### src/rtl/alu_pkg.sv
// alu_pkg: shared definitions for the 4-bit ALU command path.
//   - opcode constants OP_ADD..OP_MOD (cmd_op / alu_sel encoding)
//   - error codes ERR_OK, ERR_DIV0, ERR_ILLEGAL (rsp_err encoding)
//   - sequencer state enum
//   - small opcode classification helpers
package alu_pkg;

  localparam logic [2:0] OP_ADD = 3'b000;
  localparam logic [2:0] OP_SUB = 3'b001;
  localparam logic [2:0] OP_MUL = 3'b010;
  localparam logic [2:0] OP_DIV = 3'b011;
  localparam logic [2:0] OP_MOD = 3'b100;

  localparam logic [1:0] ERR_OK      = 2'b00;
  localparam logic [1:0] ERR_DIV0    = 2'b01;
  localparam logic [1:0] ERR_ILLEGAL = 2'b10;

  typedef enum logic [1:0] {
    ST_IDLE  = 2'd0,
    ST_ISSUE = 2'd1,
    ST_RESP  = 2'd2
  } seq_state_e;

  // Anything outside the five defined operations is rejected.
  function automatic logic op_is_illegal(input logic [2:0] op);
    logic illegal;
    case (op)
      OP_ADD, OP_SUB, OP_MUL, OP_DIV, OP_MOD: illegal = 1'b0;
      default:                                illegal = 1'b1;
    endcase
    return illegal;
  endfunction

  // Operations whose result can be undefined for a zero divisor.
  function automatic logic op_is_divide(input logic [2:0] op);
    return (op == OP_DIV) || (op == OP_MOD);
  endfunction

  // Only add and sub produce a meaningful carry/borrow.
  function automatic logic op_has_carry(input logic [2:0] op);
    return (op == OP_ADD) || (op == OP_SUB);
  endfunction

endpackage

### src/rtl/alu_cmd_sequencer.sv
// alu_cmd_sequencer: command-side initiator for the 4-bit ALU.
// Accepts a command over a valid/ready channel, screens illegal opcodes and
// divide/mod by zero, drives a registered operand/select bus to an external
// ALU, captures the result one cycle later and returns it over a valid/ready
// response channel. Keeps a wrapping completion counter and a saturating
// error counter.
//
// Ports:
//   clk, rst_n                 clock, synchronous active-low reset
//   cmd_valid/cmd_ready        command handshake
//   cmd_op, cmd_a, cmd_b       opcode and 4-bit operands
//   alu_a, alu_b, alu_sel      registered ALU bus (held between issues)
//   alu_out, alu_carry         combinational ALU result and carry/borrow
//   rsp_valid/rsp_ready        response handshake
//   rsp_data, rsp_carry, rsp_err  captured result, masked carry, error code
//   ops_done                   responses handed off (wraps)
//   err_count                  error responses handed off (saturates)
module alu_cmd_sequencer
  import alu_pkg::*;
#(
  parameter int CNT_W = 8
) (
  input  logic             clk,
  input  logic             rst_n,
  input  logic             cmd_valid,
  output logic             cmd_ready,
  input  logic [2:0]       cmd_op,
  input  logic [3:0]       cmd_a,
  input  logic [3:0]       cmd_b,
  output logic [3:0]       alu_a,
  output logic [3:0]       alu_b,
  output logic [2:0]       alu_sel,
  input  logic [7:0]       alu_out,
  input  logic             alu_carry,
  output logic             rsp_valid,
  input  logic             rsp_ready,
  output logic [7:0]       rsp_data,
  output logic             rsp_carry,
  output logic [1:0]       rsp_err,
  output logic [CNT_W-1:0] ops_done,
  output logic [CNT_W-1:0] err_count
);

  localparam logic [CNT_W-1:0] CNT_MAX = {CNT_W{1'b1}};
  localparam logic [CNT_W-1:0] CNT_ONE = {{(CNT_W-1){1'b0}}, 1'b1};

  seq_state_e       state_q, state_d;
  logic [3:0]       alu_a_q, alu_a_d;
  logic [3:0]       alu_b_q, alu_b_d;
  logic [2:0]       alu_sel_q, alu_sel_d;
  logic [7:0]       rsp_data_q, rsp_data_d;
  logic             rsp_carry_q, rsp_carry_d;
  logic [1:0]       rsp_err_q, rsp_err_d;
  logic [CNT_W-1:0] ops_done_q, ops_done_d;
  logic [CNT_W-1:0] err_count_q, err_count_d;

  always_ff @(posedge clk) begin
    if (!rst_n) begin
      state_q     <= ST_IDLE;
      alu_a_q     <= '0;
      alu_b_q     <= '0;
      alu_sel_q   <= OP_ADD;
      rsp_data_q  <= '0;
      rsp_carry_q <= 1'b0;
      rsp_err_q   <= ERR_OK;
      ops_done_q  <= '0;
      err_count_q <= '0;
    end else begin
      state_q     <= state_d;
      alu_a_q     <= alu_a_d;
      alu_b_q     <= alu_b_d;
      alu_sel_q   <= alu_sel_d;
      rsp_data_q  <= rsp_data_d;
      rsp_carry_q <= rsp_carry_d;
      rsp_err_q   <= rsp_err_d;
      ops_done_q  <= ops_done_d;
      err_count_q <= err_count_d;
    end
  end

  always_comb begin
    state_d     = state_q;
    alu_a_d     = alu_a_q;
    alu_b_d     = alu_b_q;
    alu_sel_d   = alu_sel_q;
    rsp_data_d  = rsp_data_q;
    rsp_carry_d = rsp_carry_q;
    rsp_err_d   = rsp_err_q;
    ops_done_d  = ops_done_q;
    err_count_d = err_count_q;

    case (state_q)
      ST_IDLE: begin
        if (cmd_valid) begin
          // Rejected commands go straight to RESP and never touch the ALU
          // bus, so the ALU inputs keep the last legal operation.
          if (op_is_illegal(cmd_op)) begin
            rsp_err_d   = ERR_ILLEGAL;
            rsp_data_d  = '0;
            rsp_carry_d = 1'b0;
            state_d     = ST_RESP;
          end else if (op_is_divide(cmd_op) && (cmd_b == 4'd0)) begin
            rsp_err_d   = ERR_DIV0;
            rsp_data_d  = '0;
            rsp_carry_d = 1'b0;
            state_d     = ST_RESP;
          end else begin
            alu_a_d   = cmd_a;
            alu_b_d   = cmd_b;
            alu_sel_d = cmd_op;
            state_d   = ST_ISSUE;
          end
        end
      end
      ST_ISSUE: begin
        // The ALU has had the whole cycle since the bus was loaded.
        rsp_data_d  = alu_out;
        rsp_carry_d = op_has_carry(alu_sel_q) ? alu_carry : 1'b0;
        rsp_err_d   = ERR_OK;
        state_d     = ST_RESP;
      end
      ST_RESP: begin
        if (rsp_ready) begin
          ops_done_d = ops_done_q + CNT_ONE;
          if ((rsp_err_q != ERR_OK) && (err_count_q != CNT_MAX)) begin
            err_count_d = err_count_q + CNT_ONE;
          end
          state_d = ST_IDLE;
        end
      end
      default: state_d = ST_IDLE;
    endcase
  end

  // Handshake outputs decode registered state only.
  assign cmd_ready = (state_q == ST_IDLE);
  assign rsp_valid = (state_q == ST_RESP);

  assign alu_a     = alu_a_q;
  assign alu_b     = alu_b_q;
  assign alu_sel   = alu_sel_q;
  assign rsp_data  = rsp_data_q;
  assign rsp_carry = rsp_carry_q;
  assign rsp_err   = rsp_err_q;
  assign ops_done  = ops_done_q;
  assign err_count = err_count_q;

endmodule

### config.mk
export PLATFORM = sky130hd
export DESIGN_NAME = alu_cmd_sequencer
export DESIGN_NICKNAME = d
export VERILOG_FILES = /design/src/rtl/alu_pkg.sv /design/src/rtl/alu_cmd_sequencer.sv
export SDC_FILE = /design/constraint.sdc
export NUM_CORES = 1
export LEC_CHECK = 0
export CAP_MARGIN = 20
export CORE_UTILIZATION = 40
export DETAILED_ROUTE_END_ITERATION = 12
export DONT_BUFFER_PORTS = 1
export SYNTH_ARGS = -nofsm -noshare
export SYNTH_HDL_FRONTEND = slang
export SYNTH_SLANG_ARGS = --single-unit
### constraint.sdc
create_clock -name clk -period 2.1 [get_ports clk]
set_input_delay 0.315 -clock clk [delete_from_list [all_inputs] [get_ports clk]]
set_output_delay 0.315 -clock clk [all_outputs]
set_load 0.005 [all_outputs]
==> metrics.cfg, run 1 <==
[die]
design.core.area_mm2 = 0.00406
die-area_mm2 = 0.00455
die_w_um = 67.5
start_util_pct = 42.3
die_y_um = 67.5
num_io_pins = 64
rows = 23

[critical_path]
worstSetupPathType = flop to flop
crit_path_start_kind = flop
startpoint = state_q[1]
worstSetupEndpointType = flop
crit_path_end = err_count[6]
worstPathMaxFanout = 8
reg2reg_to = err_count[6]
required_ns = 2.33
r2r-start = state_q[1]
r2r_cells = 4
arrival_ns = 1.87
rrSetupSlack_ns = 0.46

[pwr]
powerDensity_mw_per_mm2 = 771
p_sw_uw = 344
power_frac_comb_pct = 7.5
irDropWorstVdd_v = 0.000317
clock_power_share_pct = 33.9
switching_share_pct = 24.4
seqPwrFrac_pct = 58.6
p_int_mw = 1.07
p_leak_nw = 0.683

[sta]
drv_slew = 0
fmax_ghz = 0.610
period_share_pct = 78.1
worst_slew_pin_slew_ns = 0.500
hold_slack_ns = 0.147
skew_ns = 0.00467
setup_tns_ns = 0
fin_crit_ns = 1.64
hold_violations = 0
rsz0062_at_grt = false
slew_headroom_pct = 66.4
setup_violations = 0

[routing]
viasPerCell = 5.69
drc = 0
ant_nets = 0
route.vias.total = 1348
first_pass_iters = 4
drt_iter0_drc = 138
post_drt_wl_per_cell_um = 15.0
finalWirelength_um = 3550

[clocking]
clk_latency_ns = 0.29
postCtsSetupRepairBufs = 0
cts_buffers = 5
cts_sinks = 40
cts_root_buf = clkbuf_8
h-tree-depth = 2
clkTransAtPathRegs_ns = 0.07
ctsHoldBuffers = 0
ctsLongestPathBuffers = 2
ctsResizeCount = 0
cts_tree = built

[layout]
layout.nets = 213
antenna_cells = 0
final_core_utilization_pct = 45.1
areaGrowthSynthToFinish_pct = 6.64
final_cell_mix = dfxtp_1 (40), nand2_1 (32), nor2_1 (16), mux2i_1 (12), a21oi_1 (10)
final_common_cell = dfxtp_1
stdcell_area_mm2 = 0.00183
drive_above_1_share_pct = 7.49

[logic_synthesis]
yosysSeqAreaShare_pct = 46.7
netlist_instances = 185
yosys_warnings = 0
ys_types = 38
synth_area_per_cell_um2 = 9.27
syn-cell-area_mm2 = 0.00172
syn_nets = 211
ys_seq_elements = 40

[placement]
routabilityCongestion = 0.836
dpl.hpwl_um = 2550
port_buffers = 0
dpl_cell_area_mm2 = 0.00175

[global_routing]
grt_max_degree = 36
antenna_found_initial = 0
first_global_vias = 1200
grt_pass1_wl_um = 5560
gr-total-overflow = 0
grt_usage_pct = 16.6

[run_status]
status = finished, final reports clean

[job]
drv_cap = 0

[worst_hold_path]
hold_path.class = input port to flop

-- through the flow --
stage                     std cells  total power, mW  worst slack, ns
after floorplan                 185            0.936            0.643
after global placement          230            0.947            0.514
after detailed placement        230            0.951            0.468
after CTS                       237             1.43            0.452
after global routing            237             1.48            0.293
final                           237             1.41            0.459
-- worst max-delay path: stages, from the launching register on --
cell and delay (ns):
dfxtp_1 0.43, and3b_1 0.35, o221ai_4 0.21, or4_1 0.44
a21oi_1 0.15
-- cells by family after synthesis --
group / Yosys count / share of synthesized area [%]
and+or+nand+nor: 80 / 22.8
DFF: 40 / 46.7
xor gates and xnor gates: 8 / 4.08
adders and majority gates: 2 / 1.46
buffers and inverters: 12 / 3.72
muxes: 12 / 7.00
AOI/OAI and AO/OA: 31 / 14.3
-- how the worst min path moves through the flow --
stage,start,to,cells after the start
finish,alu_out[4],rsp_data[4],1
global route,alu_out[1],rsp_data[1],1
CTS,alu_out[4],rsp_data[4],1
detailed placement,alu_out[4],rsp_data[4],1
global placement,alu_out[0],rsp_data[0],1
floorplan,alu_out[0],rsp_data[0],1
-- flip-flops by register name, indices dropped and copies added, names as in the netlist --
| register | flops |
|---|---|
| err_count | 8 |
| ops_done | 8 |
| rsp_data | 8 |
| alu_a | 4 |
| alu_b | 4 |
| alu_sel | 3 |
| rsp_err | 2 |
| state_q | 2 |
| rsp_carry | 1 |
-- routing by layer --
layer	GRT usage [%]	share of wire, %
met1	19.7	43
met2	25.7	46
met3	8.45	10
met4	5.32	1.3
met5	0	0
-- final cells by class --
type | count | area [um2]
tap | 50 | 62.6
clock buffer | 6 | 72.6
sequential | 40 | 801
clock inverter | 1 | 5.00
timing repair buffer | 3 | 22.5
fill | 394 | 2230
multi-input combinational | 133 | 851
inverter | 4 | 15.0
-- cells in the mapped netlist --
library cell / n / share of area (%)
ha_1: 2 / 1.5
mux2i_1: 12 / 7.0
inv_1: 3 / 0.66
xor2_1: 5 / 2.6
or4_1: 1 / 0.44
nor2_1: 16 / 3.5
nor4_1: 2 / 0.73
o21a_1: 1 / 0.44
and3b_1: 2 / 1.0
o211a_1: 1 / 0.58
and4b_2: 1 / 0.66
clkbuf_1: 4 / 0.88
or2_2: 1 / 0.36
o221ai_4: 1 / 1.5
buf_1: 1 / 0.22
buf_4: 1 / 0.44
nand4_1: 3 / 1.1
o21ai_0: 4 / 1.2
clkinv_1: 1 / 0.22
o31ai_1: 1 / 0.44
xnor2_1: 3 / 1.5
nor2_2: 1 / 0.36
nand2b_1: 1 / 0.36
nand3b_1: 1 / 0.44
o21bai_1: 1 / 0.44
nor3b_1: 2 / 0.88
nand3_1: 4 / 1.2
o211ai_1: 2 / 0.88
or3_1: 5 / 1.8
a21oi_1: 10 / 2.9
nor3_1: 5 / 1.5
nand2_1: 32 / 7.0
nand4_2: 1 / 0.73
dfxtp_1: 40 / 47
o2111a_1: 1 / 0.66
a32o_1: 9 / 5.3
buf_6: 2 / 1.3
and3_1: 2 / 0.73
-- power groups by stage --
| stage | clock network, mW | logic [mW] | registers [mW] |
|---|---|---|---|
| 6_report | 0.478 | 0.106 | 0.827 |
| 3_5_place_dp | 0 | 0.107 | 0.844 |
| 2_1_floorplan | 0 | 0.103 | 0.833 |
| 5_1_grt | 0.529 | 0.119 | 0.832 |
| 3_3_place_gp | 0 | 0.104 | 0.842 |
| 4_1_cts | 0.495 | 0.107 | 0.827 |
Note: power is estimated with default switching activity, not from simulation.
==> inputs of run 2 (changes only) <==
==> constraint.sdc (replaced) <==
create_clock -name clk -period 1.5 [get_ports clk]
set_input_delay 0.225 -clock clk [delete_from_list [all_inputs] [get_ports clk]]
set_output_delay 0.225 -clock clk [all_outputs]
set_load 0.005 [all_outputs]
==> run 2 against run 1 <==
  * Sequential power increased by 39%
  * Routed wire length increased by 4.7%
  * Die area unchanged
  * Total power increased by 45%
  * Non-clock buffer count increased by 11
  * Hold slack got worse by 0.080 ns
  * Utilization increased by 2.7 points
  * Critical endpoint is now err_count[7]
  * Via count increased by 1.1%
  * Sequential share of layout area decreased by 2.3 points
  * Global-route usage increased by 1.3 points
  * Highest routed layer unchanged
  * Count of clock-buffer cells in the layout increased by 2
  * Clock skew increased by 0.00065 ns
==> metrics.cfg, run 2 (synthesized netlist as in run 1, its figures left out) <==
[sta]
period_share_pct = 95.5
slew_headroom_pct = 60.3
worst_slew_pin_slew_ns = 0.593
hold_violations = 0
setup_tns_ns = 0
skew_ns = 0.00532
fmax_ghz = 0.698
setup_violations = 0
fin_crit_ns = 1.43
drv_slew = 0

[routing]
drt_iter0_drc = 57
first_pass_iters = 4
viasPerCell = 5.47
ant_nets = 0
finalWirelength_um = 3720
route.vias.total = 1363
drc = 0
post_drt_wl_per_cell_um = 14.9

[pwr]
irDropWorstVdd_v = 0.000428
p_leak_nw = 0.743
powerDensity_mw_per_mm2 = 1050

[global_routing]
met1_usage_pct = 19.6
grt_busiest_layer = met2
gr-usage-met2_pct = 27.7
first_global_vias = 1332
grt_max_degree = 36
antenna_found_initial = 0
gr-total-overflow = 0
met3_usage_pct = 8.28
grt_usage_pct = 17.9
grt_pass1_wl_um = 5900

[placement]
routabilityCongestion = 0.825
dp.cells = 240
port_buffers = 0
dpl.hpwl_um = 2660

[job]
drv_cap = 0

[layout]
multiInputGateArea_um2 = 862
drive_above_1_share_pct = 16.1
areaGrowthSynthToFinish_pct = 13.1
final_cell_mix = dfxtp_1 (36), nand2_1 (32), nor2_1 (16), buf_4 (14), mux2i_1 (12)
layout.nets = 224
final_common_cell = dfxtp_1
layout.cells.non_filler = 249
antenna_cells = 0
final_core_utilization_pct = 47.8
seq_area_um2 = 806
fillers = 405

[critical_path]
crit_family = flip-flops
arrival_ns = 1.65
worstSetupPathType = flop to flop
crit_path_start_kind = flop
crit_chain = o211a_1 > o211ai_1 > buf_4 > or3_1 > a21oi_1
required_ns = 1.72
startpoint = err_count[2]
worstPathMaxFanout = 7
r2r-start = err_count[2]
cp_num_buf_inv = 1
cp_slowest_cell = dfxtp_1
slowest_delay_ns = 0.49
worstSetupEndpointType = flop

[clocking]
cts_tree = built
cts_root_buf = clkbuf_8
clkTransAtPathRegs_ns = 0.07
h-tree-depth = 2
clk_latency_ns = 0.28
ctsLongestPathBuffers = 2
cts_sinks = 40
cts_buffers = 5

[worst_hold_path]
hold_start = alu_out[4]
hold_path.class = input port to flop

[die]
die_y_um = 67.5
start_util_pct = 42.3
rows = 23
die-area_mm2 = 0.00455
num_io_pins = 64
die_w_um = 67.5
design.core.area_mm2 = 0.00406

[run_status]
status = finished, final reports clean

-- run 2: changes by cell type in the layout (fill, tap and decap cells not counted) --
cell	previous run	this run
a21oi_1	10	9
a21oi_2	0	1
buf_4	3	14
clkbuf_1	1	2
clkbuf_8	5	6
clkinv_2	1	0
dfxtp_1	40	36
dfxtp_2	0	4
ha_1	2	1
ha_2	0	1
nand3_1	4	3
nand3_2	0	1
-- run 2: final timing paths --
kind / to / slack (ns) / cells past startpoint
setup / recovery: err_count[7] / 0.07 / 5
hold / removal: rsp_data[4] / 0.07 / 1
hold reg to reg: alu_b[2] / 0.48 / 2
setup reg to reg: err_count[7] / 0.07 / 5
-- run 2: what timing repair did --
action                                  4_1_cts  5_1_grt
endpoints found under the setup margin        0       17
setup buffers                                 0        1
hold buffers                                  0        0
endpoints found under the hold margin         0        0
gates resized for setup                       0        7
-- run 2: metrics by stage --
| step | hold WS (ns) | total power, mW | setup slack [ns] | area, um2 |
|---|---|---|---|---|
| after floorplan | 0.351 | 1.31 | 0.0427 | 1720 |
| after global placement | 0.352 | 1.34 | 0.0653 | 1830 |
| after detailed placement | 0.355 | 1.35 | 0.0420 | 1830 |
| after CTS | 0.0488 | 2.08 | 0.0404 | 1920 |
| after global routing | 0.0449 | 2.14 | -0.00588 | 1940 |
| final | 0.0671 | 2.04 | 0.0680 | 1940 |
-- run 2: cell type report --
cell class / count / share of cell area (%)
inverter: 4 / 0.774
tap: 50 / 3.22
sequential: 40 / 41.5
multi-input combinational: 133 / 44.4
clock buffer: 8 / 4.64
timing repair buffer: 14 / 5.42
-- run 2: metal layers --
layer / wire length, um / vias to the layer above
li1: - / 686
met1: 1530 / 608
met2: 1770 / 63
met3: 348 / 6
met4: 70 / 0
met5: 0 / -
-- run 2: where the power goes --
group / leakage, nW / internal [mW] / switching, mW / total, mW
Combinational: 0.371 / 0.0809 / 0.0891 / 0.170
Sequential: 0.327 / 1.11 / 0.0446 / 1.15
Clock: 0.0455 / 0.375 / 0.341 / 0.716
Total: 0.743 / 1.56 / 0.475 / 2.04
==> edit 1 (settings of run 1) <==
Encoding of `seq_state_e`: now one-hot (3 bits for 3 states).
--- a/src/rtl/alu_pkg.sv
+++ b/src/rtl/alu_pkg.sv
@@ -17,6 +17,6 @@
 
-  typedef enum logic [1:0] {
-    ST_IDLE  = 2'd0,
-    ST_ISSUE = 2'd1,
-    ST_RESP  = 2'd2
+  typedef enum logic [2:0] {
+    ST_IDLE  = 3'b001,
+    ST_ISSUE = 3'b010,
+    ST_RESP  = 3'b100
   } seq_state_e;
Check against the original RTL: no difference found for any inputs over 10 cycles, from zero or initial values and one cycle with rst_n low; not proved beyond that.
==> edit 1 against run 1 <==
  * Sequential share of layout area grew 0.22 points
  * Critical path type unchanged
  * Sequential cell count rose by 1
  * Largest cell class unchanged
  * Design area rose by 2.0%
  * Global-route usage increased by 0.35 points
  * Synthesized area shrank 0.66%
  * Routed wire length increased by 0.20%
  * Total power is 7.9% higher
  * Worst setup slack got worse by 0.11 ns
==> edit 1: results (changes against run 1) <==
| Metric | Value |
|---|---|
| Filler Cells Inserted | `375 (was 394)` |
| Commonest cells in the netlist | `dfxtp_1 (41), nand2_1 (28), mux2i_1 (15), nor2_1 (14), a22o_1 (9) (was dfxtp_1 (40), nand2_1 (32), nor2_1 (16), mux2i_1 (12), a21oi_1 (10))` |
| DR WL/cell | `15.3 microns (was 15.0 microns)` |
| Placer Congestion | `0.739 (was 0.836)` |
| Synth cell types | `36 (was 38)` |
| Max stage delay on crit path | `0.66 ns (was 0.44 ns)` |
| Inst Count DP | `225 (was 230)` |
| Fmax | `571 MHz (was 610 MHz)` |
| Final nets | `208 (was 213)` |
| Pre-CTS setup slack | `0.00825 ns (was 0.468 ns)` |
| DP Area | `1760 sq um (was 1750 sq um)` |
| Gate count of the mapped netlist | `179 (was 185)` |
| Measured slew at the worst slew-check pin | `0.937 ns (was 0.500 ns)` |
| Post-detail-place hpwl | `2.63 mm (was 2.55 mm)` |
| Reg2Reg Launch Point | `state_q[0] (was state_q[1])` |
| CP max FO | `11 (was 8)` |
| Clock skew | `0.00651 ns (was 0.00467 ns)` |
| Max VDD drop | `0.000311 V (was 0.000317 V)` |
| Vias per cell | `5.48 (was 5.69)` |
| Status | `complete, no violations (unchanged)` |
| Crit path capture | `rsp_data[4] (was err_count[6])` |
| Layout cells sized above 1 | `0.0824 (was 0.0749)` |
| Met3 WL | `348 microns (was 356 microns)` |
| Gr usage total | `0.169 (was 0.166)` |
| Slowest cell on crit path | `o31ai_2 (was or4_1)` |
| Root buf cell | `clkbuf_8 (unchanged)` |
| Register area share after synthesis | `0.482 (was 0.467)` |
| Starting DRT DRC Count | `51 (was 138)` |
| Largest net degree at the start of global routing | `30 (was 36)` |
| Vias in the first global route | `1231 (was 1200)` |
| First-pass GRT wire length | `5.60 mm (was 5.56 mm)` |
| LEAKAGE | `0.688 nW (was 0.683 nW)` |
| Top cells by area, synth | `dfxtp_1 (48%), mux2i_1 (8.8%), nand2_1 (6.2%), a22o_1 (4.6%), xor2_1 (3.6%) (was dfxtp_1 (47%), mux2i_1 (7.0%), nand2_1 (7.0%), a32o_1 (5.3%), nor2_1 (3.5%))` |
| Hold Startpoint | `alu_out[3] (was alu_out[4])` |
| Worst EP arrival | `1.98 ns (was 1.87 ns)` |
| Post_cts resized | `1 (was 0)` |
| Top Family by Delay on Critical Path | `compound AO/OA/AOI/OAI gates (was simple AND/OR/NAND/NOR gates)` |
| Met1 WL | `1.49 mm (was 1.52 mm)` |
| Met2 wire length | `1.67 mm (was 1.63 mm)` |
| Final Non-Filler Cells | `232 (was 237)` |
| Flop2flop setup slack | `0.35 ns (was 0.46 ns)` |
-- edit 1: changes by cell type after synthesis, moves of 3 or more --
| cell | change |
|---|---|
| or4_1 | +3 |
| buf_2 | +3 |
| a21oi_1 | -4 |
| or3_1 | -4 |
| a32o_1 | -8 |
| a22o_1 | +9 |
| mux2i_1 | +3 |
| o31ai_1 | +4 |
| nand2_1 | -4 |
-- edit 1: layout make-up --
class,count,area (sq um),area share
Inverter,4,15.0,0.00805
Clock inverter,2,35.0,0.0188
Timing Repair Buffer,4,30.0,0.0161
Clock buffer,5,68.8,0.0369
Sequential cell,41,821,0.440
Multi-Input combinational cell,126,833,0.447
Tap cell,50,62.6,0.0335
-- edit 1: worst min-delay path by stage --
stage / endpoint / slack [ns] / cells after the start
4_1_cts: rsp_data[3] / 0.14 / 1
3_5_place_dp: rsp_data[1] / 0.45 / 1
5_1_grt: rsp_data[0] / 0.13 / 1
6_report: rsp_data[3] / 0.15 / 1
3_3_place_gp: rsp_data[0] / 0.44 / 1
2_1_floorplan: rsp_data[7] / 0.44 / 1
-- edit 1: routing by layer --
metal / global-route usage / vias up
met2: 0.279 / 45
met4: 0.0638 / 0
met3: 0.0811 / 6
met1: 0.188 / 578
met5: 0 / -
li1: - / 643
-- edit 1: logic make-up (layout without fill, tap and decap cells) --
logic type,Yosys count,after routing,share of synthesized area
DFF,41,41,0.482
muxes,15,15,0.0881
and+or+nand+nor,72,72,0.209
adders and majority gates,2,2,0.0147
buffers and inverters,12,15,0.0352
AOI/OAI and AO/OA,29,29,0.130
xor gates and xnor gates,8,8,0.0411
-- edit 1: power by group --
group	internal, mW	switching (mW)	total, mW	leakage (nW)
sequential	0.800	0.0216	0.822	0.332
clock	0.345	0.256	0.602	0.0540
combinational	0.0438	0.0548	0.0985	0.302
==> edit 2 (settings of run 1) <==
Without the edit above. `CNT_W`: 8 -> 10.
--- a/src/rtl/alu_cmd_sequencer.sv
+++ b/src/rtl/alu_cmd_sequencer.sv
@@ -20,3 +20,3 @@
 #(
-  parameter int CNT_W = 8
+  parameter int CNT_W = 10
 ) (
Ports: changed (resized err_count and ops_done); port bits go from 64 to 68. The function was not compared with the original's and may differ.
==> edit 2 against run 1 <==
  * Critical path depth unchanged
  * Worst setup slack worse by 0.034 ns
  * Total power up 12%
  * Synthesized area up 22%
  * Count of clock-buffer cells in the layout up 1
  * Global-route usage up 1.4 points
  * Design area up 23%
  * Via count up 29%
  * Routed wire length up 32%
  * Sequential cell count up 4
==> edit 2: results (changes against run 1) <==
| Metric | Value |
|---|---|
| Pre-CTS setup slack | `0.440 ns (was 0.468 ns)` |
| Largest net degree at the start of global routing | `58 (was 36)` |
| Met1 WL | `2.14 mm (was 1.52 mm)` |
| Clock Power | `555 uW (was 478 uW)` |
| Clock power frac | `0.351 (was 0.339)` |
| Met2 wire length | `2.07 mm (was 1.63 mm)` |
| Flop2flop setup slack | `0.43 ns (was 0.46 ns)` |
| Top cells by area, synth | `dfxtp_1 (42%), nand3_1 (6.0%), mux2i_1 (5.7%), nand2_1 (5.7%), nand3b_1 (3.6%) (was dfxtp_1 (47%), mux2i_1 (7.0%), nand2_1 (7.0%), a32o_1 (5.3%), nor2_1 (3.5%))` |
| LEAKAGE | `0.742 nW (was 0.683 nW)` |
| Total Wirelength | `4.70 mm (was 3.55 mm)` |
| Met2 global-route usage | `0.283 (was 0.257)` |
| Crit path from | `state_q[0] (was state_q[1])` |
| Multi-input logic area | `1130 sq um (was 851 sq um)` |
| Met3 WL | `428 microns (was 356 microns)` |
| Layout cells sized above 1 | `0.0772 (was 0.0749)` |
| Filler Cells Inserted | `497 (was 394)` |
| Placer Congestion | `0.822 (was 0.836)` |
| Commonest cells in the netlist | `dfxtp_1 (44), nand2_1 (32), nand3_1 (25), nor2_1 (15), a21oi_1 (13) (was dfxtp_1 (40), nand2_1 (32), nor2_1 (16), mux2i_1 (12), a21oi_1 (10))` |
| DP Area | `2160 sq um (was 1750 sq um)` |
| Vias in the first global route | `1638 (was 1200)` |
| Gr usage total | `0.180 (was 0.166)` |
| Starting DRT DRC Count | `59 (was 138)` |
| Met3 usage | `0.0691 (was 0.0845)` |
| Status | `complete, no violations (unchanged)` |
| Worst R2R End | `err_count[6] (unchanged)` |
| Root buf cell | `clkbuf_8 (unchanged)` |
| Via count | `1741 (was 1348)` |
| Register area share after synthesis | `0.420 (was 0.467)` |
| Worst EP arrival | `1.89 ns (was 1.87 ns)` |
| Net Count, Synth | `273 (was 211)` |
| Final Non-Filler Cells | `313 (was 237)` |
| First-pass GRT wire length | `7.65 mm (was 5.56 mm)` |
| Gate count of the mapped netlist | `247 (was 185)` |
| Max stage delay on crit path | `0.53 ns (was 0.44 ns)` |
| Switching Share | `0.247 (was 0.244)` |
| Synth cell types | `41 (was 38)` |
| GR Util met1 | `0.224 (was 0.197)` |
| Clock skew | `0.00454 ns (was 0.00467 ns)` |
==> edit 2: changes by cell type after synthesis, moves of 3 or more <==
cell | run 1 | this run
and4_1 | 0 | 4
a21oi_1 | 10 | 13
dfxtp_1 | 40 | 44
o211ai_1 | 2 | 10
nand3_1 | 4 | 25
a32o_1 | 9 | 0
nand3b_1 | 1 | 10
xnor2_1 | 3 | 6
or4_1 | 1 | 5
or3_1 | 5 | 2
o31ai_1 | 1 | 5
buf_2 | 0 | 3
xor2_1 | 5 | 2
clkbuf_1 | 4 | 11
==> edit 2: how the worst min path moves through the flow <==
stage          startpoint  depth (start not counted)  slack (ns)          to
2_1_floorplan    alu_a[0]                          2        0.45    alu_a[0]
3_3_place_gp    cmd_op[2]                          1        0.43  rsp_err[0]
3_5_place_dp    cmd_op[2]                          1        0.43  rsp_err[0]
4_1_cts         cmd_op[2]                          1        0.10  rsp_err[0]
5_1_grt         cmd_op[2]                          1        0.11  rsp_err[0]
6_report        cmd_op[2]                          1        0.12  rsp_err[0]
==> edit 2: cells by family after synthesis <==
logic type | Yosys count | share of synthesized area
multiplexers | 12 | 0.0573
flip-flops | 44 | 0.420
buffers and inverters | 20 | 0.0400
adder cells (fa/ha/maj) | 2 | 0.0119
AND/OR/NAND/NOR | 120 | 0.304
AO/OA/AOI/OAI | 41 | 0.133
XOR/XNOR | 8 | 0.0334
==> edit 2: layout make-up <==
| cell class | instances | area share |
|---|---|---|
| Timing Repair Buffer | 7 | 0.0233 |
| Sequential cell | 44 | 0.390 |
| Clock inverter | 1 | 0.00333 |
| Tap cell | 67 | 0.0371 |
| Clock buffer | 7 | 0.0382 |
| Multi-Input combinational cell | 183 | 0.501 |
| Inverter | 4 | 0.00665 |
